$ cat src/rtl/alu32_share_arbiter_pkg.sv
// alu32_arb_pkg: shared definitions for the ALU32 share arbiter.
//   - datapath/opcode widths and requester count
//   - ALU opcode values, shared with the ALU32 gate datapath top
//   - sequencer state encoding; SETTLE exists only when ALU_ARB_SETTLE_EN
//     is defined
//   - idx_onehot helper turning a requester index into a one-hot vector
package alu32_arb_pkg;

  localparam int WIDTH = 32;
  localparam int OPW   = 4;
  localparam int NREQ  = 2;
  localparam int IDXW  = 1;

  localparam logic [OPW-1:0] OP_AND = 4'd0;
  localparam logic [OPW-1:0] OP_OR  = 4'd1;
  localparam logic [OPW-1:0] OP_XOR = 4'd2;
  localparam logic [OPW-1:0] OP_ADD = 4'd3;
  localparam logic [OPW-1:0] OP_SUB = 4'd4;
  localparam logic [OPW-1:0] OP_SLT = 4'd5;

`ifdef ALU_ARB_SETTLE_EN
  typedef enum logic [1:0] {
    ST_IDLE   = 2'd0,
    ST_EVAL   = 2'd1,
    ST_SETTLE = 2'd2,
    ST_RESP   = 2'd3
  } state_t;
`else
  typedef enum logic [1:0] {
    ST_IDLE = 2'd0,
    ST_EVAL = 2'd1,
    ST_RESP = 2'd3
  } state_t;
`endif

  function automatic logic [NREQ-1:0] idx_onehot(input logic [IDXW-1:0] idx);
    return NREQ'(1) << idx;
  endfunction

endpackage

$ cat src/rtl/alu32_share_arbiter_if.sv
// alu32_share_arbiter_if: bus bundle between the arbiter, its two
// requesters and the shared ALU32 gate datapath.
//   req_*    : per-requester request channel (packed, requester i in slice i)
//   rsp_*    : per-requester response channel, shared data/zero bus
//   alu_*    : registered operands to the ALU and its combinational result
// Handshake rule for both req and rsp channels: a transfer happens on a
// rising clock edge where valid and ready are both high for the same
// requester; valid must not depend on ready, and the producer holds its
// payload stable while valid is high and ready is low.
// modport slave  : the arbiter
// modport master : the environment (requesters plus ALU)
interface alu32_share_arbiter_if;
  import alu32_arb_pkg::*;

  logic [NREQ-1:0]       req_valid;
  logic [NREQ-1:0]       req_ready;
  logic [NREQ*OPW-1:0]   req_op;
  logic [NREQ*WIDTH-1:0] req_a;
  logic [NREQ*WIDTH-1:0] req_b;

  logic [NREQ-1:0]       rsp_valid;
  logic [NREQ-1:0]       rsp_ready;
  logic [WIDTH-1:0]      rsp_data;
  logic                  rsp_zero;

  logic [OPW-1:0]        alu_op;
  logic [WIDTH-1:0]      alu_in1;
  logic [WIDTH-1:0]      alu_in2;
  logic [WIDTH-1:0]      alu_out;

  modport slave (
    input  req_valid, req_op, req_a, req_b, rsp_ready, alu_out,
    output req_ready, rsp_valid, rsp_data, rsp_zero, alu_op, alu_in1, alu_in2
  );

  modport master (
    output req_valid, req_op, req_a, req_b, rsp_ready, alu_out,
    input  req_ready, rsp_valid, rsp_data, rsp_zero, alu_op, alu_in1, alu_in2
  );

endinterface

$ cat src/rtl/alu32_share_arbiter_rr_pick.sv
// alu32_rr_pick: combinational 2-way round-robin picker.
//   valid : request valid vector (bit i = requester i)
//   last  : index of the requester served most recently
//   grant : one-hot grant, all-zero when nothing is valid
// On a tie the requester that was not served last wins.
module alu32_rr_pick
  import alu32_arb_pkg::*;
(
  input  logic [NREQ-1:0] valid,
  input  logic [IDXW-1:0] last,
  output logic [NREQ-1:0] grant
);

  always_comb begin
    grant = '0;
    case (valid)
      2'b01:   grant = 2'b01;
      2'b10:   grant = 2'b10;
      2'b11:   grant = (last == 1'b1) ? 2'b01 : 2'b10;
      default: grant = '0;
    endcase
  end

endmodule

$ cat src/rtl/alu32_share_arbiter.sv
// alu32_share_arbiter: time-shares one combinational 32-bit gate-level ALU
// between two requesters.
// Flow: IDLE picks a requester round-robin and registers its opcode and
// operands onto the ALU inputs; EVAL lets the ALU propagate; the result is
// captured and held on the response bus in RESP until the owner takes it.
// Optional feature macro: ALU_ARB_SETTLE_EN inserts a SETTLE state after
// EVAL and moves the capture to the end of SETTLE (two propagation cycles).
// Ports:
//   clk, rst_n  : clock (rising edge), synchronous active-low reset
//   bus         : alu32_share_arbiter_if.slave (request, response, ALU)
//   busy        : high in any state other than IDLE
//   dbg_state   : current sequencer state
//   dbg_last    : requester served most recently (round-robin pointer)
//   dbg_owner   : requester owning the operation in flight
module alu32_share_arbiter
  import alu32_arb_pkg::*;
(
  input  logic                  clk,
  input  logic                  rst_n,
  alu32_share_arbiter_if.slave  bus,
  output logic                  busy,
  output state_t                dbg_state,
  output logic [IDXW-1:0]       dbg_last,
  output logic [IDXW-1:0]       dbg_owner
);

  state_t            state;
  logic [IDXW-1:0]   last;
  logic [IDXW-1:0]   owner;
  logic [NREQ-1:0]   grant;
  logic [NREQ-1:0]   req_ready_c;
  logic              accept;
  logic [IDXW-1:0]   gidx;
  logic              rsp_hs;

  logic [OPW-1:0]    alu_op_q;
  logic [WIDTH-1:0]  alu_in1_q;
  logic [WIDTH-1:0]  alu_in2_q;
  logic [WIDTH-1:0]  rsp_data_q;
  logic              rsp_zero_q;
  logic [NREQ-1:0]   rsp_valid_q;
  logic              busy_q;

  alu32_rr_pick u_pick (
    .valid (bus.req_valid),
    .last  (last),
    .grant (grant)
  );

  // Ready is only offered in IDLE and never while reset is asserted, so a
  // request cannot slip in on the reset edge.
  assign req_ready_c = (rst_n && (state == ST_IDLE)) ? grant : '0;
  assign accept      = |(bus.req_valid & req_ready_c);
  assign gidx        = req_ready_c[1];
  // rsp_valid_q has only the owner bit set, so the non-owner's ready is
  // masked off here.
  assign rsp_hs      = |(rsp_valid_q & bus.rsp_ready);

  always_ff @(posedge clk) begin
    if (!rst_n) begin
      state       <= ST_IDLE;
      last        <= 1'b1;
      owner       <= '0;
      alu_op_q    <= '0;
      alu_in1_q   <= '0;
      alu_in2_q   <= '0;
      rsp_data_q  <= '0;
      rsp_zero_q  <= 1'b0;
      rsp_valid_q <= '0;
      busy_q      <= 1'b0;
    end else begin
      case (state)
        ST_IDLE: begin
          if (accept) begin
            alu_op_q  <= gidx ? bus.req_op[2*OPW-1:OPW]   : bus.req_op[OPW-1:0];
            alu_in1_q <= gidx ? bus.req_a[2*WIDTH-1:WIDTH] : bus.req_a[WIDTH-1:0];
            alu_in2_q <= gidx ? bus.req_b[2*WIDTH-1:WIDTH] : bus.req_b[WIDTH-1:0];
            owner     <= gidx;
            busy_q    <= 1'b1;
            state     <= ST_EVAL;
          end
        end
`ifdef ALU_ARB_SETTLE_EN
        ST_EVAL: begin
          state <= ST_SETTLE;
        end
        ST_SETTLE: begin
          rsp_data_q  <= bus.alu_out;
          rsp_zero_q  <= (bus.alu_out == '0);
          rsp_valid_q <= idx_onehot(owner);
          state       <= ST_RESP;
        end
`else
        ST_EVAL: begin
          rsp_data_q  <= bus.alu_out;
          rsp_zero_q  <= (bus.alu_out == '0);
          rsp_valid_q <= idx_onehot(owner);
          state       <= ST_RESP;
        end
`endif
        ST_RESP: begin
          if (rsp_hs) begin
            rsp_valid_q <= '0;
            last        <= owner;
            busy_q      <= 1'b0;
            state       <= ST_IDLE;
          end
        end
        default: begin
          rsp_valid_q <= '0;
          busy_q      <= 1'b0;
          state       <= ST_IDLE;
        end
      endcase
    end
  end

  assign bus.req_ready = req_ready_c;
  assign bus.alu_op    = alu_op_q;
  assign bus.alu_in1   = alu_in1_q;
  assign bus.alu_in2   = alu_in2_q;
  assign bus.rsp_valid = rsp_valid_q;
  assign bus.rsp_data  = rsp_data_q;
  assign bus.rsp_zero  = rsp_zero_q;
  assign busy          = busy_q;
  assign dbg_state     = state;
  assign dbg_last      = last;
  assign dbg_owner     = owner;

endmodule

$ cat src/flat_wrapper.sv
// flat-port wrapper written by rule: the top's interface ports become plain ports
module alu32_share_arbiter_flat import alu32_arb_pkg::*;
  (clk, rst_n, busy, dbg_state, dbg_last, dbg_owner, bus_req_valid, bus_req_op, bus_req_a, bus_req_b, bus_rsp_ready, bus_alu_out, bus_req_ready, bus_rsp_valid, bus_rsp_data, bus_rsp_zero, bus_alu_op, bus_alu_in1, bus_alu_in2);
  alu32_share_arbiter_if bus_i ();
  input  logic clk;
  input  logic rst_n;
  output logic busy;
  output state_t dbg_state;
  output logic [IDXW-1:0] dbg_last;
  output logic [IDXW-1:0] dbg_owner;
  input wire logic [$bits(bus_i.req_valid)-1:0] bus_req_valid;
  input wire logic [$bits(bus_i.req_op)-1:0] bus_req_op;
  input wire logic [$bits(bus_i.req_a)-1:0] bus_req_a;
  input wire logic [$bits(bus_i.req_b)-1:0] bus_req_b;
  input wire logic [$bits(bus_i.rsp_ready)-1:0] bus_rsp_ready;
  input wire logic [$bits(bus_i.alu_out)-1:0] bus_alu_out;
  output wire logic [$bits(bus_i.req_ready)-1:0] bus_req_ready;
  output wire logic [$bits(bus_i.rsp_valid)-1:0] bus_rsp_valid;
  output wire logic [$bits(bus_i.rsp_data)-1:0] bus_rsp_data;
  output wire logic [$bits(bus_i.rsp_zero)-1:0] bus_rsp_zero;
  output wire logic [$bits(bus_i.alu_op)-1:0] bus_alu_op;
  output wire logic [$bits(bus_i.alu_in1)-1:0] bus_alu_in1;
  output wire logic [$bits(bus_i.alu_in2)-1:0] bus_alu_in2;
  assign bus_i.req_valid = bus_req_valid;
  assign bus_i.req_op = bus_req_op;
  assign bus_i.req_a = bus_req_a;
  assign bus_i.req_b = bus_req_b;
  assign bus_i.rsp_ready = bus_rsp_ready;
  assign bus_i.alu_out = bus_alu_out;
  assign bus_req_ready = bus_i.req_ready;
  assign bus_rsp_valid = bus_i.rsp_valid;
  assign bus_rsp_data = bus_i.rsp_data;
  assign bus_rsp_zero = bus_i.rsp_zero;
  assign bus_alu_op = bus_i.alu_op;
  assign bus_alu_in1 = bus_i.alu_in1;
  assign bus_alu_in2 = bus_i.alu_in2;
  alu32_share_arbiter u_core (.clk(clk), .rst_n(rst_n), .bus(bus_i), .busy(busy), .dbg_state(dbg_state), .dbg_last(dbg_last), .dbg_owner(dbg_owner));
endmodule
$ cat config.mk
export PLATFORM = sky130hd
export DESIGN_NAME = alu32_share_arbiter_flat
export DESIGN_NICKNAME = d
export VERILOG_FILES = /design/src/rtl/alu32_share_arbiter_pkg.sv /design/src/rtl/alu32_share_arbiter_if.sv /design/src/rtl/alu32_share_arbiter_rr_pick.sv /design/src/rtl/alu32_share_arbiter.sv /design/src/flat_wrapper.sv
export SDC_FILE = /design/constraint.sdc
export NUM_CORES = 1
export LEC_CHECK = 0
export ABC_AREA = 1
export CAP_MARGIN = 20
export CORE_MARGIN = 3
export CORE_UTILIZATION = 37
export CTS_CLUSTER_DIAMETER = 100
export DETAILED_ROUTE_END_ITERATION = 6
export GPL_TIMING_DRIVEN = 0
export HOLD_SLACK_MARGIN = 0.1
export PLACE_DENSITY_LB_ADDON = 0.08
export SYNTH_ARGS = -nofsm -noshare
export SYNTH_HDL_FRONTEND = slang
export SYNTH_HIERARCHICAL = 1
export SYNTH_SLANG_ARGS = --single-unit
$ cat constraint.sdc
create_clock -name clk -period 2 [get_ports clk]
set_clock_uncertainty 0.15 [all_clocks]
set_input_delay 0.4 -clock clk [delete_from_list [all_inputs] [get_ports clk]]
set_output_delay 0.4 -clock clk [all_outputs]
set_load 0.05 [all_outputs]
==> impl_results.md, run 1 <==
* Outcome: finished clean
* Mapped cell area at around 4700 um^2
* CTS root buf: clkbuf_16
* Final wirelength at about 17 mm
* CTS Sinks at around 110
* Clock Tree Buf Depth at 2
* Post-synthesis compound-gate area fraction at 20.6%
* Final period util at a little over nine tenths
* Via count of the first global-routing pass at around 5,300
* Die H at about 120 um
* Worst slew pin tran at about 0.57 ns
* Register area share after synthesis at ~46%
* Most frequent cells in the layout: clkdlybuf4s50_1, nand2_1, dlygate4sd2_1
* Hold Fails Final Rpt at 0
* Most common library cell in the layout ignoring fill and taps: clkdlybuf4s50_1
* Largest net degree at the start of global routing at 19
* Clock power share at 29.9%
* Synthesized Nets at approximately 760
* First-pass GRT wire length at around 27 mm
* Fin. max-slew vios at 0
* Row cnt at 40
* Hold crit path type: register to register
* CP Capture Type: output port
* EDFF count, synth at 0
* WS Path Type: register to output port
* Die X at 118 um
* DRC at 0
* Syn Inst Count at 588
* Relative slew slack at between 60% and 70%
* CTS Buf Count at 9
* Metal-1 WL at between 6 and 7 mm
* Fmax at 0.530 GHz
* Switching share of power at 35.0%
* CP Data Required Time at ~1.5 ns
* Filler cell count at between 1,000 and 1,500
* Internal at around 4.2 mW
* Net count, final at ~1,100
* Ys async rst share at 0%
* CP Max Fanout at 16
* I/O Buffers at between 200 and 300
* Synth Flop Type: dfxtp_1
* Post-CTS Hold Buffers at 0
* Starting density of the core at ~38%
* Core area at around 12,000 um^2
* Synth Area in Simple Gates at about a quarter
* Area leader, netlist: dfxtp_1
* Xor/xnor cell area share of the yosys netlist at 0%
* Area contributors post-synth: dfxtp_1, o211a_1, nand2_1
* #FFs+latches synth at 108
* Worst Hold Slack at 0.323 ns
* Yosys warns at 6
* H-tree depth at 3
* RSZ-0062 raised after global routing: false
* Layout cell share with drive strength beyond 1 at under 10%
* Final worst slack at about 0.11 ns
* Largest family of logic cells by synthesized area: simple AND/OR/NAND/NOR gates
* DR iter-0 viols at between 150 and 200
* Met2 WL at 8.74 mm
* Leak pwr at roughly 4.1 nW
* Routed Antenna Nets at 0
* Die area at between 10,000 and 15,000 um^2
* Metal3 WL at around 1.4 mm
* Minimum clock period at 1.89 ns
* Seq pwr share at 38.2%
* Clock latency on the worst-skew pair at 0.35 ns
* Dpl hpwl at roughly 13 mm
* Clock Pin Slew Worst Setup and Hold Paths at 0.07 ns
* Worst VDD drop at 486 uV
* Net Switching at about 2.3 mW
* Sum of negative setup slack at 0 ns
* Mean Syn Cell Area at about 8 um^2
* Pwr dens at 818 nW/um^2
* First-pass iteration count of the detailed router at 4
* Post-Synth Adder-Cell Area at 0%
* Initial antenna violation count at 1
* GR Overflow Total at 0
* Total I/O pin count at roughly 280
* Gpl congestion at around 0.84
* Crit start category: register
* Area delta synth->final at 69.9%
* Vias per cell at 5.00
* CTS tree: yes
* Via count at 5,283
* Setup-failing EPs final at 0
* Yosys top cell area share at approximately 46%
* Total global-route track usage at 23.9%
* Max layer used: met4
* Per-cell routed wire length at approximately 16 um
* Post-synthesis mux area share at 0%
* Comb pwr share at about a third
* Max Cap Violations at 0
* Place WS at -1.27 ns
* Synth unique cells at 23
* Pwr Total at about 6.5 mW
* Crit path DAT at approximately 1.3 ns
synthesized netlist by cell type, types with 3 or more instances:
cell type  count
buf_2         20
inv_1         19
o21ai_0       29
o21ai_1        4
nand4_1        9
a21oi_1       20
nand3_1       73
inv_2          3
nor2_1        50
buf_4          7
clkbuf_1      16
nand2_1      151
dfxtp_1      108
buf_6          3
o211a_1       68
path summary, 6_finish.rpt:
kind         depth (start not counted)                                  end  slack [ns]                             start
max                                  4                     bus_req_ready[1]        0.11  u_core/dbg_state[1]$_SDFFE_PN0P_
min                                  2     u_core/bus.rsp_zero$_SDFFE_PN0P_        0.32  u_core/bus.rsp_zero$_SDFFE_PN0P_
max reg2reg                          8  u_core/bus.alu_in2[27]$_SDFFE_PN0P_        0.27  u_core/dbg_state[1]$_SDFFE_PN0P_
min reg2reg                          2     u_core/bus.rsp_zero$_SDFFE_PN0P_        0.32  u_core/bus.rsp_zero$_SDFFE_PN0P_
kinds of logic (layout without fill, tap and decap cells):
| kind of cell | Yosys count | count (layout) |
|---|---|---|
| AO/OA/AOI/OAI | 123 | 123 |
| buffers and inverters | 69 | 368 |
| flip-flops | 108 | 108 |
| other | 0 | 1 |
| AND/OR/NAND/NOR | 288 | 288 |
flip-flops by register name, indices dropped and copies added (netlist names):
| signal | cells |
|---|---|
| u_core/bus.alu_op | 4 |
| u_core/dbg_owner | 1 |
| u_core/busy | 1 |
| u_core/bus.rsp_valid | 2 |
| u_core/dbg_state | 2 |
| u_core/bus.alu_in2 | 32 |
| u_core/bus.rsp_zero | 1 |
| u_core/bus.alu_in1 | 32 |
| u_core/bus.rsp_data | 32 |
| u_core/dbg_last | 1 |
power groups by stage:
stage | clock network (mW) | registers, mW | logic (mW)
floorplan | 0 | 3.27 | 0.518
global placement | 0 | 2.52 | 2.19
detailed placement | 0 | 2.54 | 2.21
CTS | 1.99 | 2.48 | 2.08
global route | 2.07 | 2.51 | 2.19
finish | 1.94 | 2.48 | 2.07
critical path, cell delays in order (launching register included):
cell	delay, ns
dfxtp_2	0.37
nor2_4	0.16
nand3_2	0.13
clkinv_4	0.16
buf_8	0.17
layer usage:
metal	vias to the layer above	GRT usage [%]
li1	2595	-
met1	2484	25.2
met2	179	44.4
met3	25	8.13
met4	0	7.68
met5	-	0
metrics by stage:
step	cell area [um^2]	util, %	cells
after floorplan	4670	-	588
after global placement	7710	63.4	1039
after detailed placement	7710	63.4	1039
after CTS	7930	65.2	1055
after global routing	7940	65.3	1056
final	7940	65.3	1056
final cells by class:
class / instances / area [um^2] / area share [%]
clock inverters: 7 / 98.8 / 1.25
well taps: 168 / 210 / 2.65
diodes: 1 / 2.50 / 0.0315
repair buffers: 284 / 2710 / 34.1
clock buffers: 9 / 225 / 2.84
plain buffers: 46 / 260 / 3.28
inverters: 22 / 87.6 / 1.10
multi-input cells: 411 / 2180 / 27.5
flip-flops and latches: 108 / 2160 / 27.3
timing repair:
item                                    in CTS  in global routing
setup buffers                                1                  0
gates resized for setup                    135                  3
pin swaps                                    1                  0
hold endpoints to repair                     0                  0
endpoints found under the setup margin     175                  6
Power figures use the tool's default switching activity.
==> inputs of run 2 (changes only) <==
--- a/config.mk
+++ b/config.mk
@@ -13,7 +13,7 @@
 export DETAILED_ROUTE_END_ITERATION = 6
 export GPL_TIMING_DRIVEN = 0
 export HOLD_SLACK_MARGIN = 0.1
-export PLACE_DENSITY_LB_ADDON = 0.08
+export PLACE_DENSITY = 0.8
 export SYNTH_ARGS = -nofsm -noshare
 export SYNTH_HDL_FRONTEND = slang
 export SYNTH_HIERARCHICAL = 1
==> impl_results.md, run 2 (synthesis gave the netlist of run 1 again) <==
* RSZ-0062 raised after global routing: false
* Vias per cell at 4.97
* CP max-delay cell: dlygate4sd2_1
* Max Cap Violations at 0
* Most common cell on crit path: buf_8
* Clock Pin Slew Worst Setup and Hold Paths at 0.07 ns
* Fmax at 0.508 GHz
* Routed Antenna Nets at 0
* Fin. max-slew vios at 0
* Place WS at -1.22 ns
* Post-CTS Hold Buffers at 0
* Via count at 5,254
* Die H at 118 um
* Pwr Total at around 6.6 mW
* Largest net degree at the start of global routing at 18
* Die X at between 100 and 150 um
* Net Switching at 2.26 mW
* Final core utilization at roughly 66%
* Filler cell count at approximately 1,100
* Area delta synth->final at 71.0%
* CP Data Required Time at between 1 and 1.5 ns
* Dpl hpwl at approximately 13 mm
* Sum of negative setup slack at 0 ns
* Slowest cell delay on critical path at between 0.2 and 0.3 ns
* Final worst slack at between 0.03 and 0.04 ns
* I/O Buffers at 283
* Layout cell share with drive strength beyond 1 at 6.97%
* CP Max Fanout at 10
* Hold Fails Final Rpt at 0
* Total global-route track usage at roughly 24%
* Worst Hold Slack at 0.320 ns
* Via count of the first global-routing pass at about 5,000
* GR Overflow Total at 0
* Per-cell routed wire length at ~17 um
* Buffer and inverter count on the worst path at 5
* Die area at 14,000 um^2
* Crit path cell chain: dlygate4sd2_1 -> inv_1 -> a21oi_2 -> nand3_2 -> clkinv_4 -> buf_8 -> buf_8
* Most frequent cells in the layout: clkdlybuf4s50_1, nand2_1, dlygate4sd2_1
* Core area at approximately 12,000 um^2
* Reg2reg end: u_core/bus.alu_in2[22]$_SDFFE_PN0P_
* Starting density of the core at approximately two fifths
* Reg2reg start: u_core/dbg_last$_SDFFE_PN1P_
* Switching share of power at roughly 34%
* Hold wc startpoint: u_core/busy$_SDFFE_PN0P_
* Relative slew slack at a little under three fifths
* Gpl congestion at approximately 0.84
* Antenna fix cells at 0
* Internal at 4.38 mW
* Worst slew pin tran at approximately 0.64 ns
* Row cnt at 40
* CP delay by family, top: buffers and inverters
* Worst reg-to-reg setup slack at roughly 0.12 ns
* Crit path DAT at between 1 and 1.5 ns
* DRC at 0
* Hold-critical path depth at 2
* Clock latency on the worst-skew pair at roughly 0.34 ns
* Hold path endpoint: u_core/busy$_SDFFE_PN0P_
* Crit start category: input pin
* FF-to-FF path depth at 9
* Most common library cell in the layout ignoring fill and taps: clkdlybuf4s50_1
* Total I/O pin count at between 200 and 300
* Setup-failing EPs final at 0
* CTS tree: yes
* Clock Tree Buf Depth at 2
* CTS Sinks at 108
* Initial antenna violation count at 0
* Net count, final at 1,059
* H-tree depth at 3
* First-pass iteration count of the detailed router at 5
* Final wirelength at ~18 mm
* DR iter-0 viols at about 350
* WS Path Type: input pin to output port
* Seq pwr share at roughly 37%
* Hold crit path type: register to register
* Clock power share at just over 30%
* Minimum clock period at ~2 ns
* Outcome: finished clean
* Comb pwr share at between 30% and 40%
* Worst VDD drop at between 500 and 600 uV
* CTS Buf Count at 9
* Final period util at a little over nine tenths
* CP Capture Type: output port
* First-pass GRT wire length at around 27 mm
* Pwr dens at 831 nW/um^2
* Leak pwr at 4.16 nW
* CTS root buf: clkbuf_16
## run 2: final cells by class
class                           count  area [um^2]  area share [%]
Clock inverter                      6          111            1.39
Inverter                           22         87.6            1.10
Buffer                             47          270            3.38
Tap cell                          168          210            2.63
Clock buffer                       10          239            2.99
Multi-Input combinational cell    411         2180            27.3
Sequential cell                   108         2170            27.1
Timing Repair Buffer              286         2720            34.1
## run 2: timing repair
item	4_1_cts	5_1_grt
pin swaps	3	2
setup endpoints to repair	157	1
gates resized for setup	137	1
buffers inserted	1	2
## run 2: worst max path at each step
stage | cells after the start | slack (ns) | startpoint | to
after global placement | 7 | -1.20 | bus_req_valid[1] | bus_req_ready[1]
after global routing | 5 | 0.002 | u_core/dbg_state[1]$_SDFFE_PN0P_ | bus_req_ready[1]
after CTS | 5 | 0.007 | u_core/dbg_state[0]$_SDFFE_PN0P_ | bus_req_ready[1]
after floorplan | 4 | 0.13 | u_core/dbg_last$_SDFFE_PN1P_ | bus_req_ready[1]
final | 7 | 0.03 | bus_req_valid[1] | bus_req_ready[1]
after detailed placement | 7 | -1.22 | bus_req_valid[1] | bus_req_ready[1]
## run 2: routing by layer
metal,wire [um],up-vias,track usage [%]
met5,0,-,0
met4,151,0,5.43
met3,1620,11,7.75
met2,8810,225,43.2
met1,7160,2421,28.1
li1,-,2597,-
## run 2: power by group through the flow
stage / clock [mW] / combinational (mW) / sequential (mW)
4_1_cts: 2.10 / 2.09 / 2.47
3_3_place_gp: 0 / 2.21 / 2.52
2_1_floorplan: 0 / 0.518 / 3.27
3_5_place_dp: 0 / 2.22 / 2.53
5_1_grt: 2.18 / 2.21 / 2.50
6_report: 2.07 / 2.09 / 2.47
## run 2: worst reg2reg max path: stages (launching register included)
cell,delay (ns)
dfxtp_2,0.35
a21oi_2,0.18
nand3_2,0.13
buf_4,0.16
buf_4,0.15
buf_4,0.18
buf_2,0.20
nand2_1,0.08
nand3_1,0.09
o211a_1,0.12
## run 2: metrics by stage
| stage | instance area, um^2 | std cells |
|---|---|---|
| floorplan | 4670 | 588 |
| global placement | 7710 | 1039 |
| detailed placement | 7710 | 1039 |
| CTS | 7970 | 1056 |
| global route | 7990 | 1058 |
| finish | 7990 | 1058 |
==> inputs of run 3 (changes only) <==
--- a/config.mk
+++ b/config.mk
@@ -10,10 +10,12 @@
 export CORE_MARGIN = 3
 export CORE_UTILIZATION = 37
 export CTS_CLUSTER_DIAMETER = 100
+export CTS_CLUSTER_SIZE = 8
 export DETAILED_ROUTE_END_ITERATION = 6
 export GPL_TIMING_DRIVEN = 0
 export HOLD_SLACK_MARGIN = 0.1
 export PLACE_DENSITY = 0.8
+export SLEW_MARGIN = 15
 export SYNTH_ARGS = -nofsm -noshare
 export SYNTH_HDL_FRONTEND = slang
 export SYNTH_HIERARCHICAL = 1
==> results of run 3 <==
Final layout, timing and power as in run 2 (identical DEF).
